File: config.mk
export PLATFORM = sky130hd
export DESIGN_NAME = morse_key_sequencer
export DESIGN_NICKNAME = d
export VERILOG_FILES = /design/src/rtl/morse_key_sequencer.sv
export SDC_FILE = /design/constraint.sdc
export NUM_CORES = 1
export LEC_CHECK = 0
export ABC_AREA = 1
export CAP_MARGIN = 0
export CORE_MARGIN = 8
export CORE_UTILIZATION = 55
export DETAILED_ROUTE_END_ITERATION = 16
export DONT_BUFFER_PORTS = 1
export PLACE_DENSITY = 0.68
export SETUP_SLACK_MARGIN = 0.15
export SLEW_MARGIN = 20
export SYNTH_ARGS = -nofsm -noshare
export SYNTH_HDL_FRONTEND = slang
export SYNTH_SLANG_ARGS = --single-unit
File: constraint.sdc
create_clock -name clock -period 2.7 [get_ports clock]
set_input_delay 0.405 -clock clock [delete_from_list [all_inputs] [get_ports clock]]
set_output_delay 0.405 -clock clock [all_outputs]
set_load 0.01 [all_outputs]
File: src/rtl/morse_key_sequencer.sv
// Morse key sequencer: times mark/space durations of a debounced key, collects
// up to five dot/dash elements per letter and emits symbol indices or error strobes.
module morse_key_sequencer #(
  parameter int unsigned UNIT_CYCLES = 5000000
) (
  input  logic       clock,
  input  logic       reset,
  input  logic       key,
  output logic [5:0] morse,
  output logic       morseReady,
  output logic       symbolError,
  output logic       busy
);

  localparam int unsigned CNT_W   = 32;
  localparam int unsigned PAT_W   = 5;
  localparam int unsigned LEN_W   = 3;
  localparam int unsigned SYM_W   = 6;

  localparam logic [CNT_W-1:0] MARK_SAT   = CNT_W'(2 * UNIT_CYCLES);
  localparam logic [CNT_W-1:0] LETTER_GAP = CNT_W'(3 * UNIT_CYCLES);
  localparam logic [CNT_W-1:0] WORD_GAP   = CNT_W'(7 * UNIT_CYCLES);
  localparam logic [LEN_W-1:0] MAX_LEN    = LEN_W'(PAT_W);
  localparam logic [SYM_W-1:0] SPACE_SYM  = SYM_W'(36);

  typedef enum logic [1:0] {
    ST_IDLE,
    ST_MARK,
    ST_SPACE,
    ST_WORDGAP
  } state_e;

  state_e             state_q, state_d;
  logic [CNT_W-1:0]   mark_cnt_q, mark_cnt_d;
  logic [CNT_W-1:0]   gap_cnt_q, gap_cnt_d;
  logic [PAT_W-1:0]   pat_q, pat_d;
  logic [LEN_W-1:0]   len_q, len_d;
  logic               ovf_q, ovf_d;
  logic [SYM_W-1:0]   morse_q, morse_d;
  logic               ready_q, ready_d;
  logic               err_q, err_d;
  logic               busy_q, busy_d;

  logic [CNT_W-1:0]   gap_inc;
  logic               is_dash;
  logic [SYM_W:0]     letter;

  // Pattern is shifted in MSB-first (first element highest), dot = 0, dash = 1.
  // Returns {valid, symbol index}.
  function automatic logic [SYM_W:0] decode(input logic [LEN_W-1:0] len,
                                            input logic [PAT_W-1:0] pat);
    logic [SYM_W:0] res;
    res = '0;
    case ({len, pat})
      {3'd2, 5'b00001}: res = {1'b1, 6'd10};  // A .-
      {3'd4, 5'b01000}: res = {1'b1, 6'd11};  // B -...
      {3'd4, 5'b01010}: res = {1'b1, 6'd12};  // C -.-.
      {3'd3, 5'b00100}: res = {1'b1, 6'd13};  // D -..
      {3'd1, 5'b00000}: res = {1'b1, 6'd14};  // E .
      {3'd4, 5'b00010}: res = {1'b1, 6'd15};  // F ..-.
      {3'd3, 5'b00110}: res = {1'b1, 6'd16};  // G --.
      {3'd4, 5'b00000}: res = {1'b1, 6'd17};  // H ....
      {3'd2, 5'b00000}: res = {1'b1, 6'd18};  // I ..
      {3'd4, 5'b00111}: res = {1'b1, 6'd19};  // J .---
      {3'd3, 5'b00101}: res = {1'b1, 6'd20};  // K -.-
      {3'd4, 5'b00100}: res = {1'b1, 6'd21};  // L .-..
      {3'd2, 5'b00011}: res = {1'b1, 6'd22};  // M --
      {3'd2, 5'b00010}: res = {1'b1, 6'd23};  // N -.
      {3'd3, 5'b00111}: res = {1'b1, 6'd24};  // O ---
      {3'd4, 5'b00110}: res = {1'b1, 6'd25};  // P .--.
      {3'd4, 5'b01101}: res = {1'b1, 6'd26};  // Q --.-
      {3'd3, 5'b00010}: res = {1'b1, 6'd27};  // R .-.
      {3'd3, 5'b00000}: res = {1'b1, 6'd28};  // S ...
      {3'd1, 5'b00001}: res = {1'b1, 6'd29};  // T -
      {3'd3, 5'b00001}: res = {1'b1, 6'd30};  // U ..-
      {3'd4, 5'b00001}: res = {1'b1, 6'd31};  // V ...-
      {3'd3, 5'b00011}: res = {1'b1, 6'd32};  // W .--
      {3'd4, 5'b01001}: res = {1'b1, 6'd33};  // X -..-
      {3'd4, 5'b01011}: res = {1'b1, 6'd34};  // Y -.--
      {3'd4, 5'b01100}: res = {1'b1, 6'd35};  // Z --..
      {3'd5, 5'b11111}: res = {1'b1, 6'd0};
      {3'd5, 5'b01111}: res = {1'b1, 6'd1};
      {3'd5, 5'b00111}: res = {1'b1, 6'd2};
      {3'd5, 5'b00011}: res = {1'b1, 6'd3};
      {3'd5, 5'b00001}: res = {1'b1, 6'd4};
      {3'd5, 5'b00000}: res = {1'b1, 6'd5};
      {3'd5, 5'b10000}: res = {1'b1, 6'd6};
      {3'd5, 5'b11000}: res = {1'b1, 6'd7};
      {3'd5, 5'b11100}: res = {1'b1, 6'd8};
      {3'd5, 5'b11110}: res = {1'b1, 6'd9};
      default:          res = '0;
    endcase
    return res;
  endfunction

  assign gap_inc = gap_cnt_q + CNT_W'(1);
  assign is_dash = (mark_cnt_q >= MARK_SAT);
  assign letter  = decode(len_q, pat_q);

  // Next-state and registered-output logic
  always_comb begin
    state_d    = state_q;
    mark_cnt_d = mark_cnt_q;
    gap_cnt_d  = gap_cnt_q;
    pat_d      = pat_q;
    len_d      = len_q;
    ovf_d      = ovf_q;
    morse_d    = morse_q;
    ready_d    = 1'b0;
    err_d      = 1'b0;

    case (state_q)
      ST_IDLE: begin
        if (key) begin
          state_d    = ST_MARK;
          mark_cnt_d = CNT_W'(1);
        end
      end

      ST_MARK: begin
        if (key) begin
          if (mark_cnt_q < MARK_SAT) begin
            mark_cnt_d = mark_cnt_q + CNT_W'(1);
          end
        end else begin
          if (len_q < MAX_LEN) begin
            pat_d = {pat_q[PAT_W-2:0], is_dash};
            len_d = len_q + LEN_W'(1);
          end else begin
            ovf_d = 1'b1;
          end
          gap_cnt_d = CNT_W'(1);
          state_d   = ST_SPACE;
        end
      end

      ST_SPACE: begin
        if (key) begin
          state_d    = ST_MARK;
          mark_cnt_d = CNT_W'(1);
          gap_cnt_d  = '0;
        end else begin
          gap_cnt_d = gap_inc;
          if (gap_inc == LETTER_GAP) begin
            if (!ovf_q && letter[SYM_W]) begin
              ready_d = 1'b1;
              morse_d = letter[SYM_W-1:0];
            end else begin
              err_d = 1'b1;
            end
            pat_d   = '0;
            len_d   = '0;
            ovf_d   = 1'b0;
            state_d = ST_WORDGAP;
          end
        end
      end

      ST_WORDGAP: begin
        if (key) begin
          state_d    = ST_MARK;
          mark_cnt_d = CNT_W'(1);
          gap_cnt_d  = '0;
        end else begin
          gap_cnt_d = gap_inc;
          if (gap_inc == WORD_GAP) begin
            ready_d   = 1'b1;
            morse_d   = SPACE_SYM;
            gap_cnt_d = '0;
            state_d   = ST_IDLE;
          end
        end
      end

      default: state_d = ST_IDLE;
    endcase

    busy_d = (state_d != ST_IDLE);
  end

  always_ff @(posedge clock) begin
    if (reset) begin
      state_q    <= ST_IDLE;
      mark_cnt_q <= '0;
      gap_cnt_q  <= '0;
      pat_q      <= '0;
      len_q      <= '0;
      ovf_q      <= 1'b0;
      morse_q    <= '0;
      ready_q    <= 1'b0;
      err_q      <= 1'b0;
      busy_q     <= 1'b0;
    end else begin
      state_q    <= state_d;
      mark_cnt_q <= mark_cnt_d;
      gap_cnt_q  <= gap_cnt_d;
      pat_q      <= pat_d;
      len_q      <= len_d;
      ovf_q      <= ovf_d;
      morse_q    <= morse_d;
      ready_q    <= ready_d;
      err_q      <= err_d;
      busy_q     <= busy_d;
    end
  end

  assign morse       = morse_q;
  assign morseReady  = ready_q;
  assign symbolError = err_q;
  assign busy        = busy_q;

endmodule

# Word level (Yosys, flattened, before mapping)
# Index checks and enable logic that the tools add are counted.
word_totals:
  out_inout_bits: 9
  input_bits: 3
  regBits: 84
classes:
  n_eq_ne: 52
  reduce_logical: 14
  mux: 45
  order_cmp: 3
  n_addsub: 3
  n_bitwise: 2
op_table:
  columns: ["cell", "count"]
  rows:
  - ["$pmux W7 S36", 1]
  - ["$mux W32", 7]
  - ["$eq A8 B8 Y1 const B", 22]
  - ["$eq A8 B7 Y1 const B", 12]
  - ["$pmux W32 S3", 1]
  - ["$add A32 B1 Y32 const B", 2]
  - ["$pmux W32 S2", 1]
  - ["$eq A32 B24 Y1 const B", 1]
  - ["$eq A32 B26 Y1 const B", 1]
  - ["$ge A32 B24 Y1 const B", 1]
  - ["$lt A32 B24 Y1 const B", 1]
  - ["$mux W6", 5]
  - ["$mux W5", 4]
  - ["$ne A2 B2 Y1 const B", 10]
  - ["$eq A8 B6 Y1 const B", 2]
  - ["$mux W2", 6]
  - ["$mux W3", 4]
  - ["$pmux W6 S2", 1]
  - ["$mux W1", 10]
  - ["$pmux W5 S2", 1]
  - ["$reduce_and A5 Y1", 2]
  - ["$pmux W2 S4", 1]
  - ["$pmux W3 S2", 1]
  - ["$reduce_and A6 Y1", 1]
  - ["16 further kinds", 21]

# Logic depth before layout (Yosys ltp)
logic_depth:
  ltp_word: 7
  mapped_depth: 17

# Worst setup path after synthesis
# Ideal clock, no wire load.
synth_timing:
  path_type: "reg-to-reg"
  start: "register gap_cnt_q[0]"
  end: "register gap_cnt_q[16]"
  stages_incl_launch_ff: 18
  period_less_slack_ps: 2151
  setup_slack_ps: 549
  n_path_buf: 1
  t_arrival_ps: 2019
  required_time_ps: 2568
  path_cell_list: "dfxtp_1 ha_1 nand2_2 nor2_4 nand2_4 nor2_2 nand2_1 nand2_1 nand2_1 nor2_1 nand2_2 nor2_2 nand3_2 nand2_2 nand2_4 buf_6 nand3_1 a21oi_1"
synth_via:
  elab_chain_cells: 5
  word_cells_on_any_way: 6
  classes_between: "add/sub: 1; eq/ne: 1; mux: 4"
synth_lines:
  columns: ["element", "line", "text"]
  rows:
  - ["start: declaration", "35", "logic [CNT_W-1:0] gap_cnt_q, gap_cnt_d;"]
  - ["start signal: assignment", "196", "gap_cnt_q <= gap_cnt_d;"]
  - ["$add A32 B1 Y32 *", "96", "assign gap_inc = gap_cnt_q + CNT_W'(1);"]
  - ["$eq A32 B26 Y1", "166", "if (gap_inc == WORD_GAP) begin"]
  - ["$mux W32", "166", null]
  - ["$mux W32", "160", "if (key) begin"]
  - ["$pmux W32 S3 *", "112", "case (state_q)"]
# Every way passes the cells marked *; elsewhere a longest branch is shown, timed or not.
# A chain may end at the register's enable or synchronous reset.

# Worst setup path in the final report
layout_timing:
  start: "register gap_cnt_q[0]"
  end: "register morse_q[5], in the netlist morse[5]"
layout_via:
  elab_chain_cells: 4
  word_cells_on_any_way: 6
  classes_between: "add/sub: 1; eq/ne: 4; reduce/logical: 1"
layout_lines:
  columns: ["element", "line", "text"]
  rows:
  - ["$add A32 B1 Y32 *", "96", null]
  - ["$eq A32 B26 Y1 or $eq A32 B24 Y1 (tied branches)", "166, 144", null]
  - ["$ne A2 B2 Y1 (no source line)", null, null]
  - ["$reduce_and A6 Y1 (no source line) *", null, null]
  - ["end signal: assignment", "200", "morse_q <= morse_d;"]
  - ["end: declaration", "39", "logic [SYM_W-1:0] morse_q, morse_d;"]
# Marks and branches as above.

==> results.py <==
metrics = {
    "pwr": {
        "p_per_area_nw_per_um2": 372,
        "power_leakage_nw": 2.43,
        "ir_worst_vdd_mv": 0.293,
    },
    "clock_tree": {
        "hold_buffers": 0,
        "worst_skew_pair.late_latency_ps": 390,
        "ctsHtreeMaxLevel": 3,
        "cts_tree": "done",
        "cts_buffer_depth": 2,
        "cts.clk_slew.worst_paths_ps": 100,
        "cts_buffers": 9,
        "cts.sinks": 84,
        "cts_root_buf": "clkbuf_8",
    },
    "worst_setup_path": {
        "end_kind": "register",
        "critPathTopFamily": "simple AND/OR/NAND/NOR gates",
        "r2r_start": "gap_cnt_q[0]",
        "slowest_stage": "dfxtp_4",
        "cp.required_ps": 3020,
        "worst_setup_path_start_kind": "register",
        "critPathArrivalTime_ps": 2690,
        "critPathKind": "reg -> reg",
        "critPathMaxFanout": 5,
        "rrSetupSlack_ps": 330,
        "cp_num_buf_inv": 0,
        "crit_start": "gap_cnt_q[0]",
        "ff2ff_path_depth": 17,
        "max_stage_delay_ps": 390,
        "crit_chain": "ha_4 -> nand2_2 -> nor2_4 -> nand2_4 -> nor2_2 -> nand2_1 -> nand2_1 -> nand2_1 -> nor2_2 -> nand2_2 -> nor2_2 -> nand3_4 -> nand2_2 -> nand3_2 -> nand2_4 -> nor2_1 -> nor2_1",
        "r2r-end": "morse[5]",
        "cp.depth": 17,
    },
    "die": {
        "die_w_um": 120,
        "die_area_um2": 14400,
        "ios": 12,
        "initial_utilization_pct": 55.4,
        "rows": 38,
        "coreArea_um2": 10700,
        "die_h_um": 120,
    },
    "sta": {
        "skew_ps": 14.7,
        "max_slew_margin_pct": 55.4,
        "worst_pin_slew_ps": 669,
        "final.min_clock_period_ps": 2370,
        "max_freq_mhz": 422,
        "fin_crit_sh_pct": 87.8,
        "fin_setup_tns_ps": 0,
        "finalSetupViolCount": 0,
        "slew_viol_final": 0,
        "hold_viol": 0,
        "rsz0062_at_grt": "no",
    },
    "worst_hold_path": {
        "min-delay-start": "reset",
        "hold_path.class": "in -> reg",
        "whs_endpoint": "gap_cnt_q[1]",
        "whs_path_depth": 1,
    },
    "synth": {
        "netlist_top_cells_count": "345 x nand2_1, 151 x nor2_1, 88 x inv_1",
        "synth_area_leaders": "dfxtp_1 28%, nand2_1 22%, nor2_1 9.6%",
        "syn_inst": 1009,
        "ys_types": 38,
        "yosys.area.top_type": "dfxtp_1",
        "syn_area_per_cell_um2": 5.87,
        "seq_area_frac_synth_pct": 28.4,
        "synth_edf_count": 0,
        "async_reset_ff_share_pct": 0,
        "synth-main-ff-cell": "dfxtp_1",
        "synth_top_area_share_pct": 28.4,
        "ys_seq_elements": 84,
        "syn_nets": 1016,
        "synth.most_common_cell": "nand2_1",
        "syn_area_um2": 5930,
        "synth_warnings": 0,
    },
    "placement": {
        "io_buffers": 0,
        "hpwl_um": 11600,
        "finalWeightedCongestion": 0.922,
        "place_area_um2": 6020,
    },
    "route": {
        "drt-initial-drc-count": 486,
        "wl_um": 16200,
        "ant_nets": 0,
        "vias": 6262,
        "wire_per_inst_um": 14.1,
        "dr.pass1.iters": 7,
        "drc": 0,
        "vias_per_cell": 5.43,
    },
    "global_routing": {
        "grt_overflow": 0,
        "grt_max_degree": 74,
        "grt_pass1_vias": 5532,
        "grt_pass1_wl_um": 26900,
        "antenna_found_initial": 0,
        "track_usage_pct": 22.4,
    },
    "cells_and_area": {
        "n_fill_cell": 1097,
        "stdcell_area_um2": 6570,
        "diodes": 0,
        "syn2layout_area_growth_pct": 10.9,
        "final_nets": 1016,
        "drive_gt1_share_pct": 12.1,
    },
    "run_status": {
        "status": "completed",
    },
    "job": {
        "drv_cap": 0,
    },
}
[per-stage QoR]
step           util (%)  hold slack [ps]  total power, mW  cells  setup slack [ps]
2_1_floorplan         -              419             1.40   1009               549
3_3_place_gp       56.3              427             1.42   1127               138
3_5_place_dp       56.3              429             1.42   1127              44.3
4_1_cts            58.7             72.9             2.45   1145               150
5_1_grt            61.4             54.4             2.53   1154               122
6_report           61.4             88.1             2.44   1154               330
[where the power goes]
part	internal [mW]	switching, mW
Combinational	0.0404	0.114
Clock	0.525	0.504
Sequential	1.25	0.0128
[cell type report]
| cell class | instances | area [um2] | share of cell area (%) |
|---|---|---|---|
| Tap cell | 140 | 175 | 2.67 |
| Multi-Input combinational cell | 805 | 3980 | 60.5 |
| Clock buffer | 9 | 124 | 1.88 |
| Inverter | 90 | 342 | 5.20 |
| Clock inverter | 7 | 98.8 | 1.50 |
| Sequential cell | 84 | 1710 | 26.0 |
| Timing Repair Buffer | 19 | 146 | 2.23 |
[worst max path at each step]
| stage | end | slack, ps |
|---|---|---|
| floorplan | gap_cnt_q[16] | 550 |
| detailed placement | gap_cnt_q[8] | 40 |
| global route | morseReady | 120 |
| global placement | gap_cnt_q[8] | 140 |
| CTS | gap_cnt_q[8] | 150 |
| finish | morse[5] | 330 |
[kinds of logic (layout without fill, tap and decap cells)]
kind of cell	after synthesis	count (layout)	share of synthesized area (%)
xor+xnor	25	25	3.70
compound gates	92	92	8.15
simple gates	682	684	50.6
buf+inv	122	125	8.32
fa+ha+maj	4	4	0.845
flops	84	84	28.4
[timing repair]
item,4_1_cts,5_1_grt
cloned,0,2
pin swaps,1,17
endpoints found under the setup margin,30,49
resized for setup,3,60
hold endpoints to repair,0,0
buffers inserted,2,7
[cell usage in the layout, fill, tap and decap left out, types with 3 or more instances in the layout]
cell type and n:
nand2_2 10, dfxtp_2 15, nand2_8 4, dfxtp_1 67
nand4_1 21, nand3b_1 12, nor4_1 12, ha_1 3
nor2_2 21, xor2_1 21, clkbuf_8 9, nand3_1 71
o21ai_1 4, a21oi_1 70, nand2_1 342, nor2_1 138
o21ai_0 8, nor2_4 10, xnor2_1 3, buf_4 18
o211ai_1 3, nand3_4 3, nand3_2 8, nand2_4 6
inv_1 87, nor3_1 21
[metal layers]
metal,global-route usage (%),vias up,routed length [um]
met4,6.79,0,454
met1,28.9,2826,7500
met3,4.60,41,822
li1,-,3237,-
met5,0,-,0
met2,36.7,158,7460
[sequential cells by signal, indices dropped and copies added (netlist names)]
signal,count
busy,1
gap_cnt_q,32
len_q,3
mark_cnt_q,32
morse,6
morseReady,1
ovf_q,1
pat_q,5
state_q,2
symbolError,1
Power figures use the tool's default switching activity.
